File: config.mk
export PLATFORM = sky130hd
export DESIGN_NAME = flash_op_sequencer
export DESIGN_NICKNAME = d
export VERILOG_FILES = /design/src/rtl/flash_op_sequencer.sv
export SDC_FILE = /design/constraint.sdc
export NUM_CORES = 1
export LEC_CHECK = 0
export CORE_ASPECT_RATIO = 1.25
export CORE_UTILIZATION = 51
export CTS_CLUSTER_SIZE = 8
export DETAILED_ROUTE_END_ITERATION = 8
export PLACE_DENSITY_LB_ADDON = 0.05
export REMOVE_ABC_BUFFERS = 1
export SLEW_MARGIN = 20
export SYNTH_ARGS = -nofsm -noshare
export SYNTH_HDL_FRONTEND = slang
export SYNTH_SLANG_ARGS = --single-unit
File: constraint.sdc
create_clock -name clk_in_i -period 3.8 [get_ports clk_in_i]
set_input_delay 0.57 -clock clk_in_i [delete_from_list [all_inputs] [get_ports clk_in_i]]
set_output_delay 0.57 -clock clk_in_i [all_outputs]
set_load 0.05 [all_outputs]
File: src/rtl/flash_op_sequencer.sv
// Sequences WREN / program / erase / RDSR-poll command chains onto the dword interface.
// Owns a small payload FIFO that the host fills before issuing a program request.
module flash_op_sequencer #(
    parameter int unsigned MAX_DW   = 8,
    parameter int unsigned POLL_GAP = 64,
    parameter int unsigned POLL_MAX = 65535
) (
    input  logic        clk_in_i,
    input  logic        reset_i,
    input  logic        req_i,
    input  logic [1:0]  op_i,
    input  logic [23:0] addr_i,
    input  logic        buf_we_i,
    input  logic [31:0] buf_wdata_i,
    output logic [3:0]  buf_count_o,
    output logic        busy_o,
    output logic        done_o,
    output logic        err_o,
    output logic [7:0]  status_o,
    output logic        di_wr_o,
    output logic [31:0] di_data_o,
    input  logic        di_busy_i,
    input  logic        di_error_i,
    input  logic [63:0] di_readout_i
);
    localparam int         PW       = (MAX_DW > 1) ? $clog2(MAX_DW) : 1;
    localparam logic [7:0] MAX_C    = 8'(MAX_DW);
    localparam logic [15:0] POLL_LIM = 16'(POLL_MAX);
    localparam logic [7:0] CMD_WREN = 8'h06;
    localparam logic [7:0] CMD_RDSR = 8'h05;

    typedef enum logic [3:0] {
        IDLE, WREN_CMD, WREN_WAIT, OP_CMD, OP_DATA, OP_WAIT,
        POLL_CMD, POLL_WAIT, POLL_IDLE, DONE
    } state_t;

    state_t         state_q, state_d;
    logic [31:0]    mem_q [MAX_DW];
    logic [PW-1:0]  wptr_q, rptr_q;
    logic [7:0]     cnt_q, cnt_eff;
    logic [1:0]     op_q, op_d;
    logic [23:0]    addr_q, addr_d;
    logic [7:0]     len_q, len_d;
    logic [7:0]     left_q, left_d;
    logic           err_q, err_d;
    logic [7:0]     status_q, status_d;
    logic [15:0]    poll_q, poll_d;
    logic [15:0]    gap_q, gap_d;
    logic [7:0]     op_cmd;
    logic           push, pop;
    logic           unused_readout;

    assign unused_readout = ^di_readout_i[63:8];

    function automatic logic [PW-1:0] ptr_inc(input logic [PW-1:0] p);
        return (p == PW'(MAX_DW - 1)) ? '0 : p + 1'b1;
    endfunction

    assign busy_o      = (state_q != IDLE) && (state_q != DONE);
    assign done_o      = (state_q == DONE);
    assign err_o       = err_q;
    assign status_o    = status_q;
    assign buf_count_o = cnt_q[3:0];

    // Host pushes only land while idle; a push in the req cycle counts toward len.
    assign push    = buf_we_i && (cnt_q < MAX_C) && !busy_o;
    assign pop     = (state_q == OP_DATA) && (left_q != len_q);
    assign cnt_eff = cnt_q + {7'd0, push};

    always_comb begin
        op_cmd = 8'hD8;
        case (op_q)
            2'b00:   op_cmd = 8'h02;
            2'b01:   op_cmd = 8'h32;
            default: op_cmd = 8'hD8;
        endcase
    end

    always_comb begin
        state_d   = state_q;
        op_d      = op_q;
        addr_d    = addr_q;
        len_d     = len_q;
        left_d    = left_q;
        err_d     = err_q;
        status_d  = status_q;
        poll_d    = poll_q;
        gap_d     = gap_q;
        di_wr_o   = 1'b0;
        di_data_o = '0;
        case (state_q)
            IDLE: if (req_i) begin
                op_d   = op_i;
                addr_d = addr_i;
                err_d  = 1'b0;
                poll_d = '0;
                len_d  = (op_i == 2'b10) ? 8'd1 : cnt_eff + 8'd1;
                if (!op_i[1] && cnt_eff == 8'd0) begin
                    err_d   = 1'b1;
                    state_d = DONE;
                end else if (op_i == 2'b11) begin
                    state_d = POLL_CMD;
                end else begin
                    state_d = WREN_CMD;
                end
            end
            WREN_CMD: if (!di_busy_i) begin
                di_wr_o   = 1'b1;
                di_data_o = {24'd0, CMD_WREN};
                state_d   = WREN_WAIT;
            end
            WREN_WAIT: if (!di_busy_i) begin
                if (di_error_i) begin
                    err_d   = 1'b1;
                    state_d = DONE;
                end else begin
                    state_d = OP_CMD;
                end
            end
            OP_CMD: if (!di_busy_i) begin
                di_wr_o   = 1'b1;
                di_data_o = {15'd0, op_q == 2'b01, len_q, op_cmd};
                left_d    = len_q;
                state_d   = OP_DATA;
            end
            // Address goes first, then the FIFO drains on back-to-back cycles.
            OP_DATA: begin
                di_wr_o   = 1'b1;
                di_data_o = (left_q == len_q) ? {8'h00, addr_q} : mem_q[rptr_q];
                left_d    = left_q - 8'd1;
                if (left_q == 8'd1) state_d = OP_WAIT;
            end
            OP_WAIT: if (!di_busy_i) begin
                if (di_error_i) begin
                    err_d   = 1'b1;
                    state_d = DONE;
                end else begin
                    state_d = POLL_CMD;
                end
            end
            POLL_CMD: if (!di_busy_i) begin
                di_wr_o   = 1'b1;
                di_data_o = {24'd0, CMD_RDSR};
                state_d   = POLL_WAIT;
            end
            POLL_WAIT: if (!di_busy_i) begin
                if (di_error_i) begin
                    err_d   = 1'b1;
                    state_d = DONE;
                end else begin
                    status_d = di_readout_i[7:0];
                    poll_d   = poll_q + 16'd1;
                    gap_d    = '0;
                    if (op_q == 2'b11 || !di_readout_i[0]) begin
                        state_d = DONE;
                    end else if (poll_d == POLL_LIM) begin
                        err_d   = 1'b1;
                        state_d = DONE;
                    end else begin
                        state_d = POLL_IDLE;
                    end
                end
            end
            POLL_IDLE: begin
                if (32'(gap_q) + 32'd1 >= POLL_GAP) state_d = POLL_CMD;
                else                                gap_d   = gap_q + 16'd1;
            end
            DONE:    state_d = IDLE;
            default: state_d = IDLE;
        endcase
    end

    always_ff @(posedge clk_in_i) begin
        if (reset_i) begin
            state_q  <= IDLE;
            op_q     <= 2'b00;
            addr_q   <= '0;
            len_q    <= '0;
            left_q   <= '0;
            err_q    <= 1'b0;
            status_q <= 8'h00;
            poll_q   <= '0;
            gap_q    <= '0;
            wptr_q   <= '0;
            rptr_q   <= '0;
            cnt_q    <= '0;
        end else begin
            state_q  <= state_d;
            op_q     <= op_d;
            addr_q   <= addr_d;
            len_q    <= len_d;
            left_q   <= left_d;
            err_q    <= err_d;
            status_q <= status_d;
            poll_q   <= poll_d;
            gap_q    <= gap_d;
            if (push) wptr_q <= ptr_inc(wptr_q);
            if (pop)  rptr_q <= ptr_inc(rptr_q);
            cnt_q <= cnt_q + {7'd0, push} - {7'd0, pop};
        end
    end

    always_ff @(posedge clk_in_i) begin
        if (push) mem_q[wptr_q] <= buf_wdata_i;
    end
endmodule

# [Yosys cells after proc, flatten, opt, wreduce, memory -nomap -nowiden]
# Memory sizes are Yosys's and may differ from the RTL's. A register that Yosys moved wholly into a read port is not among the register bits.
# Cells that the tools add are included.
[word_totals] ff_bits=101 ramBits=256 out_inout_bits=48 word_cells=138 n_memories=1
[mem_list] memory="mem_q" words=8 width=32 rd=1 rd_ports_with_merged_regs=1 write_ports=1 line_no="38" text="logic [31:0] mem_q [MAX_DW];"
[classes] addsub=9 order_cmp=2 eq_ne=35 muxes=51 bitwise_logic=2 reduce_logical=26
[op_table] operator="$pmux 32 s4" count=1
[op_table] operator="$mux 16" count=6
[op_table] operator="$pmux 16 s2" count=2
[op_table] operator="$mux 4" count=12
[op_table] operator="$pmux 4 s9" count=1
[op_table] operator="$add 16x1->16 const B" count=2
[op_table] operator="$mux 32" count=1
[op_table] operator="$pmux 8 s2" count=2
[op_table] operator="$ne 2x2->1 const B" count=11
[op_table] operator="$mux 3" count=7
[op_table] operator="$add 16x1->17 const B" count=1
[op_table] operator="$ge 17x7->1 const B" count=1
[op_table] operator="$mux 17" count=1
[op_table] operator="$eq 16x16->1 const B" count=1
[op_table] operator="$eq 4x3->1 const B" count=4
[op_table] operator="$mux 8" count=2
[op_table] operator="$mux 1" count=14
[op_table] operator="$reduce_and 9->1" count=1
[op_table] operator="$add 8x1->8" count=1
[op_table] operator="$add 8x1->8 const B" count=1
[op_table] operator="$eq 4x2->1 const B" count=2
[op_table] operator="$eq 4x4->1 const B" count=2
[op_table] operator="$eq 8x1->1 const B" count=1
[op_table] operator="$eq 8x8->1" count=1
[op_table] operator="30 further kinds" count=47

# [Logic depth before layout (Yosys ltp)]
# Gate-level depths: netlist of run 1.
[logic_depth] word_depth=10 ltp_mapped=15 ltp_nobuf=12

# [Least setup slack after synthesis of run 1]
# Ideal clock, no wire load.
[synth_path] kind="register to register" start="register state_q[0]" end="memory mem_q[0][0] (enable)" setup_ns=0.461 t_arrival_ns=3.548 required_ns=3.339 setup_slack_ns=-0.209 path_stages_with_launch=8 synth_period_minus_slack_ns=4.009 path_cell_list="dfxtp_1 -> clkbuf_1 -> xor2_1 -> nor3_1 -> and4_1 -> clkbuf_1 -> nand2b_1 -> nor3_1"
[synth_between] elab_chain_len=6
[synth_lines] element="start, declared" line_no="37" text="state_t state_q, state_d;"
[synth_lines] element="start signal, assigned" line_no="188" text="state_q <= state_d;"
[synth_lines] element="$ne 4x4->1 or $reduce_bool 4->1 (tied branches)" line_no="59" text="assign busy_o = (state_q != IDLE) && (state_q != DONE);"
[synth_lines] element="$logic_and 1x1->1 (*)" line_no="59"
[synth_lines] element="$logic_not 1->1 (*)" line_no="66" text="assign push = buf_we_i && (cnt_q < MAX_C) && !busy_o;"
[synth_lines] element="$logic_and 1x1->1 (*)" line_no="66"
[synth_lines] element="net push" line_no="50" text="logic push, pop;"
[synth_lines] element="$mux 1 (*)" line_no="204" text="if (push) mem_q[wptr_q] <= buf_wdata_i;"
[synth_lines] element="$mux 1 (not written as such) (*)" line_no="204"
[synth_lines] element="end, declared" line_no="38"
# Mark *: on every way through the listed nets, which the timed path passes. The rest lies on a longest branch.

# [Worst setup path in the final report of run 1]
[layout_path] start="register left_q[1]" end="output di_data_o[13]"
[layout_between] elab_chain_len=3
[layout_lines] element="start, declared" line_no="44" text="logic [7:0] left_q, left_d;"
[layout_lines] element="start signal, assigned" line_no="192" text="left_q <= left_d;"
[layout_lines] element="$eq 8x8->1" line_no="129" text="di_data_o = (left_q == len_q) ? {8'h00, addr_q} : mem_q[rptr_q];"
[layout_lines] element="$mux 32" line_no="129"
[layout_lines] element="$pmux 32 s4" line_no="91" text="case (state_q)"
[layout_lines] element="end, declared" line_no="21" text="output logic [31:0] di_data_o,"
# Every way passes these cells.

==> impl_metrics.xml, run 1 <==
<?xml version="1.0" encoding="UTF-8"?>
<metrics>
  <group name="global_route">
    <metric name="grt_first_pass_wirelength" unit="um">54500</metric>
    <metric name="vias_in_the_first_global_route" unit="">9802</metric>
    <metric name="grt_max_degree" unit="">58</metric>
    <metric name="antenna_found_initial" unit="">0</metric>
    <metric name="grt.overflow.total" unit="">0</metric>
    <metric name="grt_usage" unit="%">23.6</metric>
  </group>
  <group name="critical_path">
    <metric name="worst-endpoint-arrival" unit="ns">3.00</metric>
    <metric name="worst_setup_path_start_kind" unit="">flop</metric>
    <metric name="cpMaxStageDelayCell" unit="">sky130_fd_sc_hd__dfxtp_1</metric>
    <metric name="crit_family" unit="">simple AND/OR/NAND/NOR gates</metric>
    <metric name="timing.setup.critical_path_class" unit="">flop to output pin</metric>
    <metric name="critical_path_peak_fanout" unit="">26</metric>
    <metric name="critPathRequiredTime" unit="ns">3.23</metric>
    <metric name="critical_path.cell_chain" unit="">xor2_1 -&gt; nor4_1 -&gt; nand2_2 -&gt; buf_12 -&gt; nand2_1 -&gt; o21ai_0 -&gt; o21ai_0 -&gt; buf_12</metric>
    <metric name="timing.critical_path.from" unit="">left_q[1]$_SDFFE_PP0P_</metric>
    <metric name="r2r-start" unit="">state_q[3]$_SDFFE_PP0P_</metric>
    <metric name="critical-path-max-stage-delay" unit="ns">0.46</metric>
    <metric name="worstSetupEndpointType" unit="">output pin</metric>
    <metric name="critical_path.n_buffers_inverters" unit="">2</metric>
  </group>
  <group name="cells_and_area">
    <metric name="post_route_cells_drive_above_1_share" unit="%">15.6</metric>
    <metric name="area_growth_syn_to_layout" unit="%">22.1</metric>
    <metric name="final_net_count" unit="">1420</metric>
    <metric name="n_antenna_cell" unit="">0</metric>
    <metric name="stdcell_area" unit="sq um">18700</metric>
  </group>
  <group name="yosys">
    <metric name="ys_seq_area_share" unit="%">63.7</metric>
    <metric name="postSynthCellCount" unit="">1147</metric>
    <metric name="ys_ff_latch" unit="">360</metric>
    <metric name="synth_cell_type_count" unit="">66</metric>
    <metric name="ys.flop_type" unit="">sky130_fd_sc_hd__edfxtp_1</metric>
    <metric name="synth.avg_cell_area" unit="sq um">13.4</metric>
    <metric name="mappedNetlistArea" unit="sq um">15300</metric>
    <metric name="async_set_reset_flop_share_out_of_synthesis" unit="%">0</metric>
    <metric name="synth_edf_count" unit="">256</metric>
    <metric name="yosysWarnings" unit="">0</metric>
  </group>
  <group name="timing">
    <metric name="timing_worst_slew_pin_value" unit="ns">0.745</metric>
    <metric name="finalCriticalPeriod" unit="ns">3.57</metric>
    <metric name="final-setup-viol-count" unit="">0</metric>
    <metric name="maxSlewViolCount" unit="">0</metric>
    <metric name="worst_slack" unit="ns">0.225</metric>
    <metric name="setup-tns-final" unit="ns">0</metric>
    <metric name="max_clock_freq" unit="MHz">280</metric>
    <metric name="post-route-period-util" unit="%">94.1</metric>
    <metric name="timing.max_slew.rel_slack" unit="%">50.3</metric>
    <metric name="clock-skew-final" unit="ns">0.0152</metric>
    <metric name="final-hold-violation-count" unit="">0</metric>
    <metric name="grt_setup_unrepaired" unit="">no</metric>
  </group>
  <group name="worst_hold_path">
    <metric name="hold_start" unit="">reset_i</metric>
    <metric name="timing.hold.worst.class" unit="">input port to flop</metric>
  </group>
  <group name="detailed_routing">
    <metric name="routed_wire_length_per_instance" unit="um">20.7</metric>
    <metric name="drt_pre_antenna_iters" unit="">5</metric>
    <metric name="postRouteAntennaNets" unit="">0</metric>
    <metric name="routed-via-count" unit="">9765</metric>
    <metric name="drt_drc_violations_left" unit="">0</metric>
    <metric name="detailedRoute.firstIterationViolations" unit="">629</metric>
    <metric name="postRouteWirelength" unit="um">35400</metric>
    <metric name="route.detailed.vias_per_inst" unit="">5.71</metric>
  </group>
  <group name="placed_design">
    <metric name="dp_slack" unit="ns">0.373</metric>
    <metric name="io_buffer_count" unit="">119</metric>
    <metric name="gp_congestion" unit="">0.835</metric>
    <metric name="place_area" unit="sq um">17300</metric>
    <metric name="hpwlAfterDp" unit="um">21100</metric>
  </group>
  <group name="power_and_ir_drop">
    <metric name="cellPowerDensity" unit="nW/um^2">717</metric>
    <metric name="cellLeakagePower" unit="nW">6.17</metric>
    <metric name="worst_ir_drop_vdd" unit="uV">451</metric>
    <metric name="fin_total_pwr" unit="W">0.0134</metric>
  </group>
  <group name="clock_tree">
    <metric name="cts-buffers-inserted" unit="">50</metric>
    <metric name="cts_num_sinks" unit="">360</metric>
    <metric name="post_cts.resized_instances" unit="">0</metric>
    <metric name="postCtsSetupRepairBufs" unit="">0</metric>
    <metric name="cts_tree" unit="">built</metric>
    <metric name="cts-htree-levels" unit="">2</metric>
    <metric name="clock_root_cell" unit="">sky130_fd_sc_hd__clkbuf_16</metric>
    <metric name="clock_path_buffers" unit="">3</metric>
    <metric name="worst_setup_hold_path_clk_slew" unit="ns">0.05</metric>
    <metric name="cts-hold-fix-buffers" unit="">0</metric>
    <metric name="clk-insertion-delay-late" unit="ns">0.55</metric>
  </group>
  <group name="die">
    <metric name="pin_count" unit="">176</metric>
    <metric name="core_area" unit="sq um">29400</metric>
    <metric name="die_area" unit="sq um">30800</metric>
    <metric name="floorplan.die.height" unit="um">196</metric>
    <metric name="initial_utilization" unit="%">52.1</metric>
    <metric name="die-width" unit="um">157</metric>
    <metric name="core.rowCount" unit="">70</metric>
  </group>
  <group name="outcome">
    <metric name="run_status" unit="">completed</metric>
  </group>
  <group name="flow_run">
    <metric name="maximum_capacitance_violations" unit="">0</metric>
  </group>
</metrics>
## metal layers
metal  routed length [um]  track usage [%]
met4                  817             7.52
met5                    0                0
met1                14600             28.7
met3                 1710             4.35
met2                18300             42.2
## cell type report
type	instances	area, sq um
fill	2293	10700
sequential	360	9780
multi-input combinational	702	5280
timing repair buffer	149	1700
clock buffer	86	1410
tap	396	495
inverter	14	52.6
clock inverter	2	28.8
## report_power, final
part / internal (W) / total [W] / switching [W]
logic: 0.00178 / 0.00446 / 0.00268
clock network: 0.00249 / 0.00406 / 0.00158
registers: 0.00463 / 0.00490 / 0.000277
## metrics by stage
step                      std cells  utilization, %  hold WS (ns)
after floorplan                1076               -         0.427
after global routing           1709            63.7         0.455
after CTS                      1709            63.7         0.423
after global placement         1621            58.8         0.442
after detailed placement       1621            58.8         0.446
final                          1709            63.7         0.442
## cell usage after synthesis (all sizes together), types with 2 or more instances
| cell type | instances | area [sq um] |
|---|---|---|
| edfxtp | 256 | 7690 |
| nand2 | 130 | 488 |
| dfxtp | 104 | 2080 |
| nor2 | 82 | 310 |
| a21oi | 76 | 380 |
| mux4 | 64 | 1440 |
| o21ai | 58 | 290 |
| clkbuf | 47 | 176 |
| mux2i | 35 | 350 |
| nand3 | 28 | 145 |
| buf | 24 | 126 |
| xor2 | 22 | 193 |
| nor3 | 20 | 111 |
| ha | 15 | 188 |
| xnor2 | 15 | 131 |
| a211oi | 14 | 105 |
| inv | 14 | 52.6 |
| and2 | 12 | 75.1 |
| nand2b | 12 | 75.1 |
| or3 | 12 | 75.1 |
| and3 | 10 | 67.6 |
| nand4 | 10 | 62.6 |
| a31oi | 9 | 62.6 |
| nand3b | 7 | 52.6 |
| nor4 | 7 | 65.1 |
| a22oi | 6 | 45.0 |
| nand4b | 6 | 52.6 |
| a32oi | 4 | 35.0 |
| and4 | 4 | 35.0 |
| nor3b | 4 | 35.0 |
| o22ai | 4 | 31.3 |
| a21o | 3 | 22.5 |
| a311oi | 3 | 32.5 |
| o21a | 3 | 22.5 |
| o21bai | 3 | 22.5 |
| o31ai | 3 | 27.5 |
| nor2b | 2 | 12.5 |
| o211a | 2 | 20.0 |
| o211ai | 2 | 15.0 |
| o311a | 2 | 20.0 |
| o41ai | 2 | 17.5 |
## layout by cell type, fill, tap and decap left out, types with 7 or more instances in the layout
cell                              Yosys  layout
sky130_fd_sc_hd__o21ai_0             46      46
sky130_fd_sc_hd__nor2_1              81      75
sky130_fd_sc_hd__inv_1               14      14
sky130_fd_sc_hd__xnor2_1             15      15
sky130_fd_sc_hd__mux4_2              64      64
sky130_fd_sc_hd__ha_1                15      15
sky130_fd_sc_hd__clkbuf_16            0      51
sky130_fd_sc_hd__mux2i_1             35      35
sky130_fd_sc_hd__nand2_1            130     129
sky130_fd_sc_hd__nand3b_1             7       7
sky130_fd_sc_hd__buf_4                6      34
sky130_fd_sc_hd__xor2_1              22      22
sky130_fd_sc_hd__o21ai_1             12      12
sky130_fd_sc_hd__dfxtp_1            104     101
sky130_fd_sc_hd__a31oi_1              8       8
sky130_fd_sc_hd__nand3_1             27      26
sky130_fd_sc_hd__buf_12               0      29
sky130_fd_sc_hd__and3_1               9       9
sky130_fd_sc_hd__edfxtp_1           256     256
sky130_fd_sc_hd__and2_1              12      12
sky130_fd_sc_hd__clkdlybuf4s50_1      0      86
sky130_fd_sc_hd__nor3_1              19      17
sky130_fd_sc_hd__a21oi_1             76      76
sky130_fd_sc_hd__or3_1               12      12
sky130_fd_sc_hd__a211oi_1            14      14
sky130_fd_sc_hd__clkbuf_1            47      35
sky130_fd_sc_hd__nand4_1             10      10
sky130_fd_sc_hd__nand2b_1            12      12
## worst register-to-register path: stages, from the launching register on
cell,delay [ns]
sky130_fd_sc_hd__dfxtp_1,0.31
sky130_fd_sc_hd__xor2_1,0.16
sky130_fd_sc_hd__nor3_1,0.36
sky130_fd_sc_hd__and4_1,0.38
sky130_fd_sc_hd__ha_1,0.22
sky130_fd_sc_hd__ha_1,0.29
sky130_fd_sc_hd__nand3_1,0.12
sky130_fd_sc_hd__xnor2_1,0.42
sky130_fd_sc_hd__nor2_1,0.12
sky130_fd_sc_hd__nor4b_1,0.18
sky130_fd_sc_hd__xnor2_1,0.15
sky130_fd_sc_hd__a22oi_1,0.16
sky130_fd_sc_hd__nor2_1,0.06
## final timing paths
check / to / slack (ns) / depth (start not counted)
worst max-delay path: di_data_o[13] / 0.23 / 8
worst min register to register: status_o[2]$_SDFFE_PP0P_ / 0.45 / 2
worst min-delay path: poll_q[12]$_SDFFE_PP0P_ / 0.44 / 2
worst max register to register: len_q[7]$_SDFFE_PP0P_ / 0.71 / 12
## registers in the layout, indices dropped and copies added, names as in the netlist, named ones only
register,count
addr_q,24
cnt_q,8
err_o,1
gap_q,16
left_q,8
len_q,8
mem_q,256
op_q,2
poll_q,16
rptr_q,3
state_q,4
status_o,8
wptr_q,3
## cells by family (layout without fill, tap and decap cells)
family / Yosys count / in the layout / synth area share, %
compound gates: 202 / 202 / 7.99
flops: 360 / 360 / 63.7
xor+xnor: 37 / 37 / 2.11
fa+ha+maj: 15 / 15 / 1.22
buf+inv: 85 / 251 / 2.32
simple gates: 349 / 349 / 11.0
mux: 99 / 99 / 11.7
Power figures use the tool's default switching activity.
==> run 2: changes to the inputs <==
--- a/config.mk
+++ b/config.mk
@@ -9,7 +9,7 @@
 export CORE_UTILIZATION = 51
 export CTS_CLUSTER_SIZE = 8
 export DETAILED_ROUTE_END_ITERATION = 8
-export PLACE_DENSITY_LB_ADDON = 0.05
+export PLACE_DENSITY_LB_ADDON = 0.1
 export REMOVE_ABC_BUFFERS = 1
 export SLEW_MARGIN = 20
 export SYNTH_ARGS = -nofsm -noshare
==> impl_metrics.xml, run 2 (synthesized netlist as in run 1, its figures left out) <==
<?xml version="1.0" encoding="UTF-8"?>
<metrics>
  <group name="outcome">
    <metric name="run_status" unit="">completed</metric>
  </group>
  <group name="detailed_routing">
    <metric name="detailedRoute.firstIterationViolations" unit="">599</metric>
    <metric name="drt_pre_antenna_iters" unit="">5</metric>
    <metric name="top_signal_layer_used" unit="">met5</metric>
    <metric name="route.detailed.vias_per_inst" unit="">5.71</metric>
    <metric name="routed-via-count" unit="">9759</metric>
    <metric name="wl_met2" unit="um">16900</metric>
    <metric name="drt_drc_violations_left" unit="">0</metric>
    <metric name="postRouteWirelength" unit="um">34100</metric>
    <metric name="routedLengthMet1" unit="um">14300</metric>
    <metric name="postRouteAntennaNets" unit="">0</metric>
    <metric name="routed-wl-met3" unit="um">1920</metric>
    <metric name="routed_wire_length_per_instance" unit="um">19.9</metric>
  </group>
  <group name="power_and_ir_drop">
    <metric name="cellLeakagePower" unit="nW">6.12</metric>
    <metric name="cellPowerDensity" unit="nW/um^2">709</metric>
    <metric name="worst_ir_drop_vdd" unit="uV">652</metric>
  </group>
  <group name="critical_path">
    <metric name="critical_path.cell_chain" unit="">nand2b_1 -&gt; nor3_1 -&gt; nand2_1 -&gt; buf_4 -&gt; nor2_1 -&gt; buf_12</metric>
    <metric name="critical-path-max-stage-delay" unit="ns">0.65</metric>
    <metric name="critPathRequiredTime" unit="ns">3.23</metric>
    <metric name="reg2reg_setup_slack" unit="ns">0.67</metric>
    <metric name="worst-endpoint-arrival" unit="ns">2.99</metric>
    <metric name="crit-reg2reg-capture" unit="">len_q[7]$_SDFFE_PP0P_</metric>
    <metric name="cpMaxStageDelayCell" unit="">sky130_fd_sc_hd__dfxtp_1</metric>
    <metric name="ff2ff_path_depth" unit="">11</metric>
    <metric name="worstSetupEndpointType" unit="">output pin</metric>
    <metric name="timing.setup.critical_path_class" unit="">flop to output pin</metric>
    <metric name="critical_path_peak_fanout" unit="">17</metric>
    <metric name="r2r-start" unit="">state_q[2]$_SDFFE_PP0P_</metric>
    <metric name="worst_setup_path_start_kind" unit="">flop</metric>
  </group>
  <group name="cells_and_area">
    <metric name="n_antenna_cell" unit="">0</metric>
    <metric name="post_route_cells_drive_above_1_share" unit="%">15.5</metric>
    <metric name="largest_register_ffs" unit="">256</metric>
    <metric name="stdcell_area" unit="sq um">18600</metric>
    <metric name="stdcell_count" unit="">1709</metric>
    <metric name="area_growth_syn_to_layout" unit="%">21.1</metric>
    <metric name="largest-register" unit="">mem_q</metric>
    <metric name="final_net_count" unit="">1420</metric>
    <metric name="postLayoutCoreUtil" unit="%">63.1</metric>
    <metric name="mostFrequentLayoutCells" unit="">256 x sky130_fd_sc_hd__edfxtp_1, 129 x sky130_fd_sc_hd__nand2_1, 101 x sky130_fd_sc_hd__dfxtp_1, 87 x sky130_fd_sc_hd__clkdlybuf4s50_1, 76 x sky130_fd_sc_hd__a21oi_1</metric>
    <metric name="layout_commonest_cell" unit="">sky130_fd_sc_hd__edfxtp_1</metric>
    <metric name="largest_registers" unit="">mem_q: 256 flops, addr_q: 24 flops</metric>
  </group>
  <group name="global_route">
    <metric name="grt_first_pass_wirelength" unit="um">53400</metric>
    <metric name="antenna_found_initial" unit="">1</metric>
    <metric name="vias_in_the_first_global_route" unit="">9684</metric>
    <metric name="grt_max_degree" unit="">65</metric>
    <metric name="grt_usage" unit="%">23.0</metric>
    <metric name="grt.overflow.total" unit="">0</metric>
  </group>
  <group name="clock_tree">
    <metric name="post_cts.resized_instances" unit="">0</metric>
    <metric name="cts-buffers-inserted" unit="">50</metric>
    <metric name="clock_root_cell" unit="">sky130_fd_sc_hd__clkbuf_16</metric>
    <metric name="worst_setup_hold_path_clk_slew" unit="ns">0.05</metric>
    <metric name="postCtsSetupRepairBufs" unit="">0</metric>
    <metric name="clk-insertion-delay-late" unit="ns">0.56</metric>
    <metric name="cts_num_sinks" unit="">360</metric>
    <metric name="cts_tree" unit="">built</metric>
    <metric name="cts-hold-fix-buffers" unit="">0</metric>
    <metric name="cts-htree-levels" unit="">2</metric>
    <metric name="clock_path_buffers" unit="">3</metric>
  </group>
  <group name="timing">
    <metric name="timing.hold.ws" unit="ns">0.449</metric>
    <metric name="finalCriticalPeriod" unit="ns">3.56</metric>
    <metric name="clock-skew-final" unit="ns">0.0237</metric>
    <metric name="max_clock_freq" unit="MHz">281</metric>
    <metric name="final-hold-violation-count" unit="">0</metric>
    <metric name="grt_setup_unrepaired" unit="">no</metric>
    <metric name="setup-tns-final" unit="ns">0</metric>
    <metric name="timing_worst_slew_pin_value" unit="ns">0.775</metric>
    <metric name="final-setup-viol-count" unit="">0</metric>
    <metric name="post-route-period-util" unit="%">93.8</metric>
    <metric name="timing.max_slew.rel_slack" unit="%">48.4</metric>
    <metric name="maxSlewViolCount" unit="">0</metric>
  </group>
  <group name="placed_design">
    <metric name="place_area" unit="sq um">17200</metric>
    <metric name="gp_congestion" unit="">0.819</metric>
    <metric name="placed_cells_incl_taps" unit="">1621</metric>
    <metric name="io_buffer_count" unit="">119</metric>
    <metric name="hpwlAfterDp" unit="um">20100</metric>
  </group>
  <group name="die">
    <metric name="core_area" unit="sq um">29400</metric>
    <metric name="floorplan.die.height" unit="um">196</metric>
    <metric name="die-width" unit="um">157</metric>
    <metric name="die_area" unit="sq um">30800</metric>
    <metric name="initial_utilization" unit="%">52.1</metric>
    <metric name="pin_count" unit="">176</metric>
    <metric name="core.rowCount" unit="">70</metric>
  </group>
  <group name="flow_run">
    <metric name="maximum_capacitance_violations" unit="">0</metric>
  </group>
  <group name="worst_hold_path">
    <metric name="hold_depth" unit="">2</metric>
    <metric name="hold_start" unit="">addr_q[11]$_SDFFE_PP0P_</metric>
    <metric name="hold-path-endpoint" unit="">addr_q[11]$_SDFFE_PP0P_</metric>
    <metric name="timing.hold.worst.class" unit="">flop to flop</metric>
  </group>
</metrics>
-- run 2: cell count changes in the layout (fill, tap and decap cells not counted), sizes merged --
cell           change
clkdlybuf4s50      +1
clkinv             +1
buf                -1
clkbuf             -1
-- run 2: final cells by class --
| cell class | instances | area [sq um] |
|---|---|---|
| clock buffers | 85 | 1380 |
| repair buffers | 149 | 1560 |
| clock inverters | 3 | 33.8 |
| fillers | 2297 | 10800 |
| flip-flops and latches | 360 | 9780 |
| multi-input cells | 702 | 5280 |
| well taps | 396 | 495 |
| inverters | 14 | 52.6 |
-- run 2: worst max-delay path, delay by kind of cell, from the launching register on --
family        cells  cell delay, ns
simple gates      4            1.28
flops             1            0.65
buf+inv           2            0.49
-- run 2: worst max-delay path by stage --
stage	startpoint	endpoint	cells past startpoint
after floorplan	flop	di_data_o[0]	5
after global placement	buf_we_i	len_q[7]$_SDFFE_PP0P_	12
after detailed placement	buf_we_i	len_q[7]$_SDFFE_PP0P_	12
after CTS	state_q[2]$_SDFFE_PP0P_	di_data_o[28]	6
after global routing	state_q[2]$_SDFFE_PP0P_	di_data_o[28]	6
final	state_q[2]$_SDFFE_PP0P_	di_data_o[28]	6
-- run 2: stage by stage --
stage	worst slack, ns	power (W)
6_report	0.237	0.0132
3_3_place_gp	0.420	0.00922
5_1_grt	0.0482	0.0138
3_5_place_dp	0.422	0.00926
2_1_floorplan	-1.45	0.00772
4_1_cts	0.239	0.0133
-- run 2: report_power, final --
part	internal [W]	switching, W
logic	0.00166	0.00264
registers	0.00463	0.000221
clock network	0.00244	0.00157
-- run 2: layer usage --
layer,track usage (%),vias to the layer above
li1,-,4612
met1,29.3,4815
met2,39.1,259
met3,4.31,71
met4,8.31,2
met5,0,-
==> run 3: changes to the inputs <==
--- a/config.mk
+++ b/config.mk
@@ -9,6 +9,7 @@
 export CORE_UTILIZATION = 51
 export CTS_CLUSTER_SIZE = 8
 export DETAILED_ROUTE_END_ITERATION = 8
+export MAX_ROUTING_LAYER = met4
 export PLACE_DENSITY_LB_ADDON = 0.1
 export REMOVE_ABC_BUFFERS = 1
 export SLEW_MARGIN = 20
==> impl_metrics.xml, run 3 (synthesized netlist as in run 1, its figures left out) <==
<?xml version="1.0" encoding="UTF-8"?>
<metrics>
  <group name="detailed_routing">
    <metric name="postRouteWirelength" unit="um">34100</metric>
    <metric name="route.detailed.vias_per_inst" unit="">5.69</metric>
    <metric name="postRouteAntennaNets" unit="">0</metric>
    <metric name="drt_drc_violations_left" unit="">0</metric>
    <metric name="routed_wire_length_per_instance" unit="um">19.9</metric>
    <metric name="detailedRoute.firstIterationViolations" unit="">606</metric>
    <metric name="drt_pre_antenna_iters" unit="">5</metric>
    <metric name="routed-via-count" unit="">9722</metric>
  </group>
  <group name="global_route">
    <metric name="grt_usage" unit="%">23.7</metric>
    <metric name="grt_max_degree" unit="">65</metric>
    <metric name="vias_in_the_first_global_route" unit="">9672</metric>
    <metric name="grt_first_pass_wirelength" unit="um">53500</metric>
    <metric name="antenna_found_initial" unit="">1</metric>
    <metric name="grt.overflow.total" unit="">0</metric>
  </group>
  <group name="critical_path">
    <metric name="worstSetupEndpointType" unit="">output pin</metric>
    <metric name="timing.setup.critical_path_class" unit="">flop to output pin</metric>
    <metric name="reg2reg_setup_slack" unit="ns">0.67</metric>
    <metric name="r2r-start" unit="">state_q[2]$_SDFFE_PP0P_</metric>
    <metric name="worst_setup_path_start_kind" unit="">flop</metric>
    <metric name="critical-path-max-stage-delay" unit="ns">0.66</metric>
    <metric name="critical_path.cell_chain" unit="">nand2b_1 -&gt; nor3_1 -&gt; nand2_1 -&gt; buf_4 -&gt; nor2_1 -&gt; buf_12</metric>
    <metric name="critical_path_peak_fanout" unit="">17</metric>
    <metric name="ff2ff_path_depth" unit="">11</metric>
    <metric name="cpMaxStageDelayCell" unit="">sky130_fd_sc_hd__dfxtp_1</metric>
    <metric name="crit-reg2reg-capture" unit="">len_q[7]$_SDFFE_PP0P_</metric>
    <metric name="worst-endpoint-arrival" unit="ns">2.99</metric>
    <metric name="critPathRequiredTime" unit="ns">3.23</metric>
  </group>
  <group name="worst_hold_path">
    <metric name="hold-path-endpoint" unit="">addr_q[11]$_SDFFE_PP0P_</metric>
    <metric name="hold_depth" unit="">2</metric>
    <metric name="timing.hold.worst.class" unit="">flop to flop</metric>
    <metric name="hold_start" unit="">addr_q[11]$_SDFFE_PP0P_</metric>
  </group>
  <group name="cells_and_area">
    <metric name="largest_register_ffs" unit="">256</metric>
    <metric name="area_growth_syn_to_layout" unit="%">21.1</metric>
    <metric name="post_route_cells_drive_above_1_share" unit="%">15.5</metric>
    <metric name="final_net_count" unit="">1420</metric>
    <metric name="largest-register" unit="">mem_q</metric>
    <metric name="largest_registers" unit="">mem_q: 256 flops, addr_q: 24 flops</metric>
    <metric name="layout_commonest_cell" unit="">sky130_fd_sc_hd__edfxtp_1</metric>
    <metric name="postLayoutCoreUtil" unit="%">63.1</metric>
    <metric name="mostFrequentLayoutCells" unit="">256 x sky130_fd_sc_hd__edfxtp_1, 129 x sky130_fd_sc_hd__nand2_1, 101 x sky130_fd_sc_hd__dfxtp_1, 87 x sky130_fd_sc_hd__clkdlybuf4s50_1, 76 x sky130_fd_sc_hd__a21oi_1</metric>
  </group>
  <group name="clock_tree">
    <metric name="postCtsSetupRepairBufs" unit="">0</metric>
    <metric name="post_cts.resized_instances" unit="">0</metric>
    <metric name="cts_tree" unit="">built</metric>
    <metric name="clock_root_cell" unit="">sky130_fd_sc_hd__clkbuf_16</metric>
    <metric name="cts_num_sinks" unit="">360</metric>
    <metric name="cts-hold-fix-buffers" unit="">0</metric>
    <metric name="clock_path_buffers" unit="">3</metric>
    <metric name="cts-htree-levels" unit="">2</metric>
    <metric name="cts-buffers-inserted" unit="">50</metric>
    <metric name="clk-insertion-delay-late" unit="ns">0.56</metric>
    <metric name="worst_setup_hold_path_clk_slew" unit="ns">0.05</metric>
  </group>
  <group name="placed_design">
    <metric name="gp_congestion" unit="">0.831</metric>
    <metric name="hpwlAfterDp" unit="um">20100</metric>
    <metric name="io_buffer_count" unit="">119</metric>
  </group>
  <group name="timing">
    <metric name="post-route-period-util" unit="%">93.7</metric>
    <metric name="final-hold-violation-count" unit="">0</metric>
    <metric name="maxSlewViolCount" unit="">0</metric>
    <metric name="final-setup-viol-count" unit="">0</metric>
    <metric name="setup-tns-final" unit="ns">0</metric>
    <metric name="grt_setup_unrepaired" unit="">no</metric>
    <metric name="clock-skew-final" unit="ns">0.0248</metric>
    <metric name="max_clock_freq" unit="MHz">281</metric>
    <metric name="timing_worst_slew_pin_value" unit="ns">0.768</metric>
    <metric name="timing.max_slew.rel_slack" unit="%">48.8</metric>
    <metric name="finalCriticalPeriod" unit="ns">3.56</metric>
  </group>
  <group name="die">
    <metric name="initial_utilization" unit="%">52.1</metric>
    <metric name="core_area" unit="sq um">29400</metric>
    <metric name="core.rowCount" unit="">70</metric>
    <metric name="die-width" unit="um">157</metric>
    <metric name="pin_count" unit="">176</metric>
    <metric name="floorplan.die.height" unit="um">196</metric>
    <metric name="die_area" unit="sq um">30800</metric>
  </group>
  <group name="power_and_ir_drop">
    <metric name="cellLeakagePower" unit="nW">6.12</metric>
    <metric name="worst_ir_drop_vdd" unit="uV">653</metric>
    <metric name="cellPowerDensity" unit="nW/um^2">709</metric>
  </group>
  <group name="flow_run">
    <metric name="maximum_capacitance_violations" unit="">0</metric>
  </group>
  <group name="outcome">
    <metric name="run_status" unit="">completed</metric>
  </group>
</metrics>
==> run 3: changes by cell type in the layout (fill, tap and decap cells not counted) <==
| cell | delta |
|---|---|
| sky130_fd_sc_hd__diode_2 | +1 |
==> run 3: per-layer routing <==
layer / vias to the layer above / global-route usage [%] / wire length (um)
met4: 0 / 8.31 / 943
met3: 71 / 4.31 / 1840
met5: - / - / 0
li1: 4620 / - / -
met2: 237 / 39.0 / 16900
met1: 4794 / 29.5 / 14400
==> run 3: worst max-delay path by stage <==
stage,startpoint,end,slack [ns],depth (start not counted)
floorplan,flop,di_data_o[0],-1.45,5
global placement,buf_we_i,len_q[7]$_SDFFE_PP0P_,0.42,12
detailed placement,buf_we_i,len_q[7]$_SDFFE_PP0P_,0.42,12
CTS,state_q[2]$_SDFFE_PP0P_,di_data_o[28],0.24,6
global route,state_q[2]$_SDFFE_PP0P_,di_data_o[28],0.05,6
finish,state_q[2]$_SDFFE_PP0P_,di_data_o[28],0.24,6
==> run 3: through the flow <==
stage	power, W	cell area, sq um	setup WS [ns]	instances	hold slack [ns]
final	0.0132	18600	0.238	1710	0.450
after CTS	0.0133	18600	0.239	1709	0.453
after floorplan	0.00772	15000	-1.45	1076	0.427
after detailed placement	0.00926	17200	0.422	1621	0.446
after global routing	0.0138	18600	0.0482	1710	0.471
after global placement	0.00922	17200	0.420	1621	0.440
==> run 3: area by class of cell <==
cell class | instances | area, sq um
fill | 2296 | 10800
sequential | 360 | 9780
multi-input combinational | 702 | 5280
timing repair buffer | 149 | 1560
clock buffer | 85 | 1380
tap | 396 | 495
inverter | 14 | 52.6
clock inverter | 3 | 33.8
antenna | 1 | 2.50
==> run 3: power breakdown <==
part           switching [W]  total, W  internal [W]  leakage, nW
clock network        0.00157   0.00401       0.00244        0.673
registers           0.000222   0.00485       0.00463         3.15
logic                0.00265   0.00431       0.00166         2.29
==> run 3: worst max-delay path, delay by kind of cell, from the launching register on <==
family	cells	cell delay [ns]
buffers and inverters	2	0.49
AND/OR/NAND/NOR	4	1.28
flip-flops	1	0.66
==> RTL edit (settings of run 3) <==
Make the reset (`reset_i`) asynchronous in one clocked block.
--- a/src/rtl/flash_op_sequencer.sv
+++ b/src/rtl/flash_op_sequencer.sv
@@ -172,3 +172,3 @@
 
-    always_ff @(posedge clk_in_i) begin
+    always_ff @(posedge clk_in_i or posedge reset_i) begin
         if (reset_i) begin
Function: differs if reset_i is asserted again (counterexample within 4 cycles, from zero or initial values and one cycle with reset_i high); with reset_i held inactive, the same outputs for 4 cycles.
==> RTL edit against run 3 <==
Synthesized area grew 1.8%. Core utilization is 0.13 points lower. Register-to-register slack improved by 60 ps. Power decreased by 1.3%. Critical endpoint unchanged. Count of clock-buffer cells in the layout decreased by 1. Sequential cell count fell by 3. Synthesized cell count shrank 2.8%. Worst setup slack got worse by 110 ps. Routed wire length up 1.0%. Largest cell class unchanged. Final area rose by 2.1%.
==> RTL edit: results (changes against run 3) <==
** Logic synthesis
- Share of synthesized area occupied by flip-flops and latches :: 65.4% (+1.7 points)
- Library cells used by synthesis :: 78 (+18%)
- Mean instance size in the synthesized netlist :: 14.0 sq um (+4.8%)
- The async set-or-reset flop fraction in the synthesized netlist was 28.3% (+28 points).
- Cell types with the largest area share after synthesis :: sky130_fd_sc_hd__edfxtp_1 49%, sky130_fd_sc_hd__dfrtp_1 16%, sky130_fd_sc_hd__mux4_2 9.2%
- Post-synth top cells :: 256 x sky130_fd_sc_hd__edfxtp_1, 185 x sky130_fd_sc_hd__nand2_1, 101 x sky130_fd_sc_hd__dfrtp_1

** Layout
- The filler cell count in the final layout is 2294 (-0.087%).
- The share of layout cells above drive strength 1 was 17.4% (+2.0 points).
- The number of nets in the finished design came to 1410 (-0.70%).

** Route
- Total number of vias :: 9643 (-0.81%)
- The number of violations reported at the end of detailed-routing iteration 0 is 731 (+21%).
- The post-detailed-route via-to-cell ratio is 5.66 (-0.52%).
- The first-pass detailed-route iteration total is 6 (+1).

** Worst hold path
- Hold Crit Class :: reg2reg
- The startpoint identified for the worst hold timing path is addr_q[7]$_DFFE_PP0P_.
- The path with the worst hold slack has its endpoint at addr_q[7]$_DFFE_PP0P_.

** STA
- Layout Skew :: 12.9 ps (-11.9 ps)
- Hold WS :: 465 ps (+15.1 ps)
- Shortest period the worst path allows :: 3670 ps (+105 ps)
- The slew of the pin with the lowest slew margin came to 890 ps (+121 ps).

** Setup path
- The register-to-register path setup slack was 730 ps (+60 ps).
- R2R cell count :: 10 (-1)
- The worst stage delay on the critical path was 510 ps (-150 ps).
- Peak fanout along the critical path :: 14 (-3)
- Among all stages on the critical path, the largest delay is contributed by sky130_fd_sc_hd__nand2_1.
- The arrival time of data at the critical path endpoint is 3100 ps (+110 ps).
- In this run the critical register-to-register path is captured at cnt_q[4]$_DFF_PP0_.
- Startpoint of the worst-slack reg-to-reg timing path :: left_q[3]$_DFFE_PP0P_

** Placement
- The placed cell area is 0.0176 sq mm (+2.3%).
- HPWL after detailed placement :: 21100 um (+4.8%)
- Placer's final routability congestion estimate :: 0.863 (+3.7%)
- The setup slack at placement was 277 ps (-145 ps).
- Cell count after placement :: 1616 (-0.31%)

** Global routing
- The first-pass GRT wire length is 53500 um (+0.14%).
- Total routing usage reported by global routing :: 23.6% (-0.10 points)
- Largest net degree at the start of global routing :: 59 (-9.2%)
- Antenna violations before repair :: 2 (+1)

** Pwr
- Pleak :: 6.88 nW (+12%)
- Peak supply drop :: 0.000493 V (-25%)

** Outcome
- The flow ran to the end, and the final reports show no timing, DRC or antenna violations.
[RTL edit: cell types whose count changed after synthesis, sizes merged, moves of 6 or more]
cell	delta
clkbuf	-19
dfxtp	-104
or3	-9
xnor2	-9
nand2	+56
a21oi	-51
dfrtp	+101
nand3	+7
nor2	-22
o31ai	+7
o21ai	+15
buf	+6
[RTL edit: area by class of cell]
| cell class | count | area, sq um | share of cell area [%] |
|---|---|---|---|
| antenna | 2 | 5.00 | 0.0264 |
| clock inverter | 3 | 41.3 | 0.218 |
| inverter | 17 | 66.3 | 0.349 |
| timing repair buffer | 158 | 1630 | 8.58 |
| sequential | 357 | 10200 | 53.9 |
| tap | 401 | 502 | 2.64 |
| clock buffer | 84 | 1380 | 7.27 |
| multi-input combinational | 683 | 5130 | 27.1 |
[RTL edit: layer usage]
layer  track usage [%]  vias to the layer above  wire length [um]
met5                 -                        -                 0
met4              6.55                        0               685
met3              4.27                       52              1720
met2              39.8                      230             17800
met1              29.2                     4851             14200
li1                  -                     4510                 -
[RTL edit: worst max-delay path: cells and delay by family (launching register included)]
family	cells	cell delay, ps
xor gates and xnor gates	1	200
buffers and inverters	2	520
DFF	1	470
and+or+nand+nor	4	1350
[RTL edit: kinds of logic (layout without fill, tap and decap cells)]
logic type                 Yosys count  in the layout  synth area share [%]
xor gates and xnor gates            29             29                  1.67
AOI/OAI and AO/OA                  165            165                  6.90
DFF                                357            357                  65.4
and+or+nand+nor                    373            373                  11.0
other                                0              2                     0
adders and majority gates           15             15                  1.20
muxes                              101            101                  11.6
buffers and inverters               75            262                  2.20
[RTL edit: report_power, final]
part	internal (mW)	switching [mW]
clock	2.44	1.55
sequential	4.62	0.546
combinational	1.73	2.11
